[config.mk]
export PLATFORM = sky130hd
export DESIGN_NAME = stopwatch_ctrl
export DESIGN_NICKNAME = d
export VERILOG_FILES = /design/src/rtl/stopwatch_pkg.sv /design/src/rtl/bcd_digit.sv /design/src/rtl/stopwatch_ctrl.sv
export SDC_FILE = /design/constraint.sdc
export NUM_CORES = 1
export LEC_CHECK = 0
export BUFFER_PORTS_ARGS = -buffer_cell sky130_fd_sc_hd__buf_2
export CAP_MARGIN = 20
export CELL_PAD_IN_SITES_DETAIL_PLACEMENT = 1
export CELL_PAD_IN_SITES_GLOBAL_PLACEMENT = 2
export CORE_MARGIN = 2
export CORE_UTILIZATION = 39
export DETAILED_ROUTE_END_ITERATION = 7
export PLACE_DENSITY_LB_ADDON = 0.1
export SLEW_MARGIN = 25
export SYNTH_ARGS = -nofsm -noshare
export SYNTH_HDL_FRONTEND = slang
export SYNTH_SLANG_ARGS = --single-unit
[constraint.sdc]
create_clock -name clk -period 3.9 [get_ports clk]
set_clock_uncertainty 0.05 [all_clocks]
set_input_delay 0.39 -clock clk [delete_from_list [all_inputs] [get_ports clk]]
set_output_delay 0.39 -clock clk [all_outputs]
set_load 0.005 [all_outputs]
[src/rtl/stopwatch_pkg.sv]
// Shared constants for the stopwatch controller: state encoding and BCD digit geometry.
package stopwatch_pkg;

    localparam int STATE_W = 3;
    localparam int DIGIT_W = 4;

    typedef enum logic [STATE_W-1:0] {
        S_IDLE = 3'd0,
        S_RUN  = 3'd1,
        S_STOP = 3'd2,
        S_INC  = 3'd3,
        S_TRAP = 3'd4,
        S_LAP  = 3'd5
    } state_e;

    localparam logic [DIGIT_W-1:0] DIGIT_MAX = 4'd9;

    function automatic logic is_counting(state_e s);
        return (s == S_RUN) || (s == S_LAP);
    endfunction

endpackage

[src/rtl/bcd_digit.sv]
// One decimal digit of the time counter; carry_out enables the next digit up.
module bcd_digit
    import stopwatch_pkg::*;
(
    input  logic               clk,
    input  logic               rst_n,
    input  logic               clr,
    input  logic               en_in,
    output logic [DIGIT_W-1:0] q,
    output logic               carry_out
);

    logic [DIGIT_W-1:0] q_q, q_d;

    always_comb begin
        q_d = q_q;
        if (clr) begin
            q_d = '0;
        end else if (en_in) begin
            q_d = (q_q == DIGIT_MAX) ? '0 : q_q + 1'b1;
        end
    end

    always_ff @(posedge clk or negedge rst_n) begin
        if (!rst_n) q_q <= '0;
        else        q_q <= q_d;
    end

    assign q         = q_q;
    assign carry_out = en_in & (q_q == DIGIT_MAX);

endmodule

[src/rtl/stopwatch_ctrl.sv]
// Stopwatch controller: input edge detection, control FSM, run prescaler,
// lap hold register and a chained BCD time counter.
module stopwatch_ctrl
    import stopwatch_pkg::*;
#(
    parameter int DIGITS   = 4,
    parameter int TICK_DIV = 10
) (
    input  logic                  clk,
    input  logic                  rst_n,
    input  logic                  start,
    input  logic                  stop,
    input  logic                  inc,
    input  logic                  clr,
    input  logic                  lap,
    output logic                  time_en,
    output logic [4*DIGITS-1:0]   count,
    output logic [4*DIGITS-1:0]   disp,
    output logic [STATE_W-1:0]    state,
    output logic                  ovf
);

    localparam int PSC_W = (TICK_DIV > 1) ? $clog2(TICK_DIV) : 1;
    localparam logic [PSC_W-1:0] PSC_LAST = PSC_W'(TICK_DIV - 1);

    logic [4:0]          in_vec, edges;
    logic [4:0]          prev_q, prev_d;
    logic                armed_q, armed_d;
    state_e              state_q, state_d;
    logic [PSC_W-1:0]    psc_q, psc_d;
    logic [4*DIGITS-1:0] lap_q, lap_d;
    logic                ovf_q, ovf_d;
    logic                e_start, e_stop, e_inc, e_clr, e_lap;
    logic                lap_cap, tick, cnt_en;
    logic [DIGITS:0]     en_chain;

    // armed_q masks the first cycle after reset so a level already high
    // at deassertion is absorbed into prev_q instead of reading as an edge.
    assign in_vec  = {lap, clr, inc, stop, start};
    assign edges   = in_vec & ~prev_q & {5{armed_q}};
    assign e_start = edges[0];
    assign e_stop  = edges[1];
    assign e_inc   = edges[2];
    assign e_clr   = edges[3];
    assign e_lap   = edges[4];

    assign time_en = is_counting(state_q);

    always_comb begin
        prev_d  = in_vec;
        armed_d = 1'b1;
        state_d = state_q;
        lap_cap = 1'b0;
        if (e_clr) begin
            state_d = S_IDLE;
        end else begin
            case (state_q)
                S_IDLE, S_STOP: begin
                    if (e_start)    state_d = S_RUN;
                    else if (e_inc) state_d = S_INC;
                end
                S_RUN: begin
                    if (e_stop) begin
                        state_d = S_STOP;
                    end else if (e_lap) begin
                        state_d = S_LAP;
                        lap_cap = 1'b1;
                    end
                end
                S_LAP: begin
                    if (e_stop)     state_d = S_STOP;
                    else if (e_lap) state_d = S_RUN;
                end
                S_INC:   state_d = S_TRAP;
                S_TRAP:  if (!inc) state_d = S_STOP;
                default: state_d = S_IDLE;
            endcase
        end
    end

    // Prescaler holds while stopped so a resumed run finishes the partial tick.
    always_comb begin
        psc_d = psc_q;
        tick  = 1'b0;
        if (e_clr) begin
            psc_d = '0;
        end else if (time_en) begin
            if (psc_q == PSC_LAST) begin
                psc_d = '0;
                tick  = 1'b1;
            end else begin
                psc_d = psc_q + 1'b1;
            end
        end
    end

    assign cnt_en      = tick | (state_q == S_INC);
    assign en_chain[0] = cnt_en;

    for (genvar i = 0; i < DIGITS; i++) begin : g_digit
        bcd_digit u_digit (
            .clk       (clk),
            .rst_n     (rst_n),
            .clr       (e_clr),
            .en_in     (en_chain[i]),
            .q         (count[4*i +: 4]),
            .carry_out (en_chain[i+1])
        );
    end

    always_comb begin
        lap_d = lap_q;
        if (e_clr)        lap_d = '0;
        else if (lap_cap) lap_d = count;
        ovf_d = en_chain[DIGITS] & ~e_clr;
    end

    always_ff @(posedge clk or negedge rst_n) begin
        if (!rst_n) begin
            prev_q  <= '0;
            armed_q <= 1'b0;
            state_q <= S_IDLE;
            psc_q   <= '0;
            lap_q   <= '0;
            ovf_q   <= 1'b0;
        end else begin
            prev_q  <= prev_d;
            armed_q <= armed_d;
            state_q <= state_d;
            psc_q   <= psc_d;
            lap_q   <= lap_d;
            ovf_q   <= ovf_d;
        end
    end

    assign disp  = (state_q == S_LAP) ? lap_q : count;
    assign state = state_q;
    assign ovf   = ovf_q;

endmodule
==> results.json <==
{
  "run_status": "finished clean",
  "fin_crit_sh_pct": 68.7,
  "p_per_area_nw_per_um2": 397,
  "cts-htree-levels": 2,
  "via_per_inst": 5.61,
  "drive_above_1_share_pct": 28.8,
  "start_util_pct": 40.0,
  "drc": 0,
  "io_buffers": 43,
  "drtAntennaViolNets": 0,
  "max_stage_delay_ns": 0.54,
  "synth_seq_area_share_pct": 45.8,
  "dr_total_vias": 1968,
  "synthFlopType": "dfrtp_1",
  "grtUsageTotal_pct": 18.2,
  "synth_top_area_share_pct": 45.8,
  "hold_viol_final": 0,
  "fin_nets": 291,
  "clock-sinks": 46,
  "cp.required_ns": 3.46,
  "reg2reg_slack_ns": 1.67,
  "dpl.hpwl_mm": 4.12,
  "maxSlewViolCount": 0,
  "antenna_cells": 0,
  "netlist_area_sq_um": 2510,
  "grt_pass1_wl_mm": 10.3,
  "grt_pass1_vias": 2001,
  "die_h_um": 84.3,
  "holdWs_ns": 0.129,
  "clk_path_buf_depth": 2,
  "slew_headroom_pct": 57.6,
  "dieArea_sq_um": 7100,
  "cts_resized": 0,
  "startpoint_type": "flop",
  "dr.first_iter.drc_count": 67,
  "synthArstFlopShare_pct": 100,
  "holdBufCountCts": 0,
  "drv_cap": 0,
  "gp_congestion": 0.721,
  "crit_path_cell_trace": "nand2b_1, inv_1, nand2_2, mux2_2, buf_2",
  "synth_edf_count": 0,
  "core_sq_um": 6280,
  "antenna_found_initial": 0,
  "wl_mm": 6.11,
  "fp.dieW_um": 84.3,
  "synth.most_common_cell": "dfrtp_1",
  "tightest_slew_ns": 0.636,
  "synthTopCellsByArea": "dfrtp_1 (46%), mux2_2 (7.6%), a22o_1 (5.6%)",
  "yosysWarnings": 0,
  "num_rows": 29,
  "cts_root_buf": "clkbuf_8",
  "slowest_stage": "dfrtp_1",
  "tns_ns": 0,
  "p_leak_nw": 1.44,
  "rr_endpoint": "lap_q[2]",
  "rr_startpoint": "state[0]",
  "ys_types": 48,
  "syn_avg_cell_area_sq_um": 10.9,
  "hold_path.class": "primary input to async pin",
  "overflow": 0,
  "nFillCells": 705,
  "syn-num-nets": 248,
  "wl_per_cell_um": 17.4,
  "reg2regPathDepth": 4,
  "fin_crit_ns": 2.68,
  "ir_drop_v": 0.000188,
  "dr.pass1.iters": 4,
  "critPathMaxFanout": 16,
  "ys_ff_latch": 46,
  "cts_tree": "built",
  "syn_inst": 231,
  "clk_pin_slew_ns": 0.09,
  "yosys.area.top_type": "dfrtp_1",
  "arrival_ns": 2.24,
  "setup_viol": 0,
  "syn_to_final_growth_pct": 13.5,
  "ios": 44,
  "crit_path_end_kind": "output port",
  "fmax_ghz": 0.373,
  "grt_max_degree": 47,
  "rsz0062_at_grt": "no",
  "synth_commonest_cells": "dfrtp_1 (46), a21oi_1 (18), mux2_2 (17)",
  "final_util_pct": 45.4,
  "post_cts_buffers": 0,
  "insertion_delay_ns": 0.30,
  "cts_inserted_buffers": 5,
  "criticalPathCategory": "flop to output port"
}
## registers in the layout (all words and copies together) (netlist names)
| signal | cells |
|---|---|
| armed_q | 1 |
| g_digit.u_digit.q | 16 |
| lap_q | 16 |
| ovf | 1 |
| prev_q | 5 |
| psc_q | 4 |
| state | 3 |
## critical path, delay by kind of cell (launching register included)
family / cells / cell delay [ns]
buffers and inverters: 2 / 0.32
flip-flops: 1 / 0.54
multiplexers: 1 / 0.39
AND/OR/NAND/NOR: 2 / 0.69
## power breakdown
group | internal [mW] | total [mW] | switching, mW
combinational | 0.121 | 0.260 | 0.138
sequential | 0.514 | 0.586 | 0.0716
clock | 0.121 | 0.288 | 0.168
total | 0.756 | 1.13 | 0.377
## logic make-up (layout without fill, tap and decap cells)
logic type	Yosys count	in the layout	share of synthesized area [%]
AO/OA/AOI/OAI	65	65	18.3
adder cells (fa/ha/maj)	10	10	4.98
buffers and inverters	18	61	4.08
flip-flops	46	46	45.8
multiplexers	20	20	8.81
other	1	1	0.149
AND/OR/NAND/NOR	71	71	17.9
## how the worst max path moves through the flow
stage                     startpoint        to  slack (ns)  depth (start not counted)
final                       state[0]  disp[11]        1.22                          5
after global routing        state[0]  disp[11]        1.01                          5
after CTS                   state[0]  disp[11]        1.17                          5
after detailed placement    state[0]  disp[11]        1.51                          5
after global placement      state[0]   disp[2]        1.57                          5
after floorplan             state[0]  disp[10]        1.95                          7
## per-layer routing
layer	global-route usage [%]	share of wire [%]	up-vias
li1	-	-	943
met1	24.5	48	989
met2	30.5	48	31
met3	3.34	3.0	5
met4	3.96	0.85	0
met5	0	0	-
## through the flow
| stage | power (mW) | setup slack, ns | std cells | instance area (sq um) |
|---|---|---|---|---|
| 3_5_place_dp | 0.864 | 1.51 | 344 | 2770 |
| 5_1_grt | 1.22 | 1.01 | 351 | 2850 |
| 3_3_place_gp | 0.856 | 1.57 | 344 | 2770 |
| 6_report | 1.13 | 1.22 | 351 | 2850 |
| 4_1_cts | 1.16 | 1.17 | 351 | 2850 |
| 2_1_floorplan | 0.770 | 1.95 | 231 | 2510 |
## area by class of cell
type / count / area, sq um / area share, %
inverters: 8 / 30.0 / 1.05
repair buffers: 46 / 238 / 8.33
multi-input cells: 167 / 1260 / 44.1
well taps: 77 / 96.3 / 3.38
flip-flops and latches: 46 / 1150 / 40.4
clock buffers: 5 / 68.8 / 2.41
clock inverters: 2 / 10.0 / 0.351
## cell usage in the layout (no fill, tap or decap), drive strengths merged, types with 6 or more instances in the layout
master / Yosys / routed
dfrtp: 46 / 46
buf: 9 / 46
a21oi: 18 / 18
mux2: 17 / 17
a22o: 16 / 16
o21ai: 14 / 14
nand2: 12 / 12
ha: 10 / 10
and3b: 9 / 9
inv: 8 / 8
or3: 8 / 8
nor2: 8 / 8
or4: 6 / 6
Note: power is estimated with default switching activity, not from simulation.
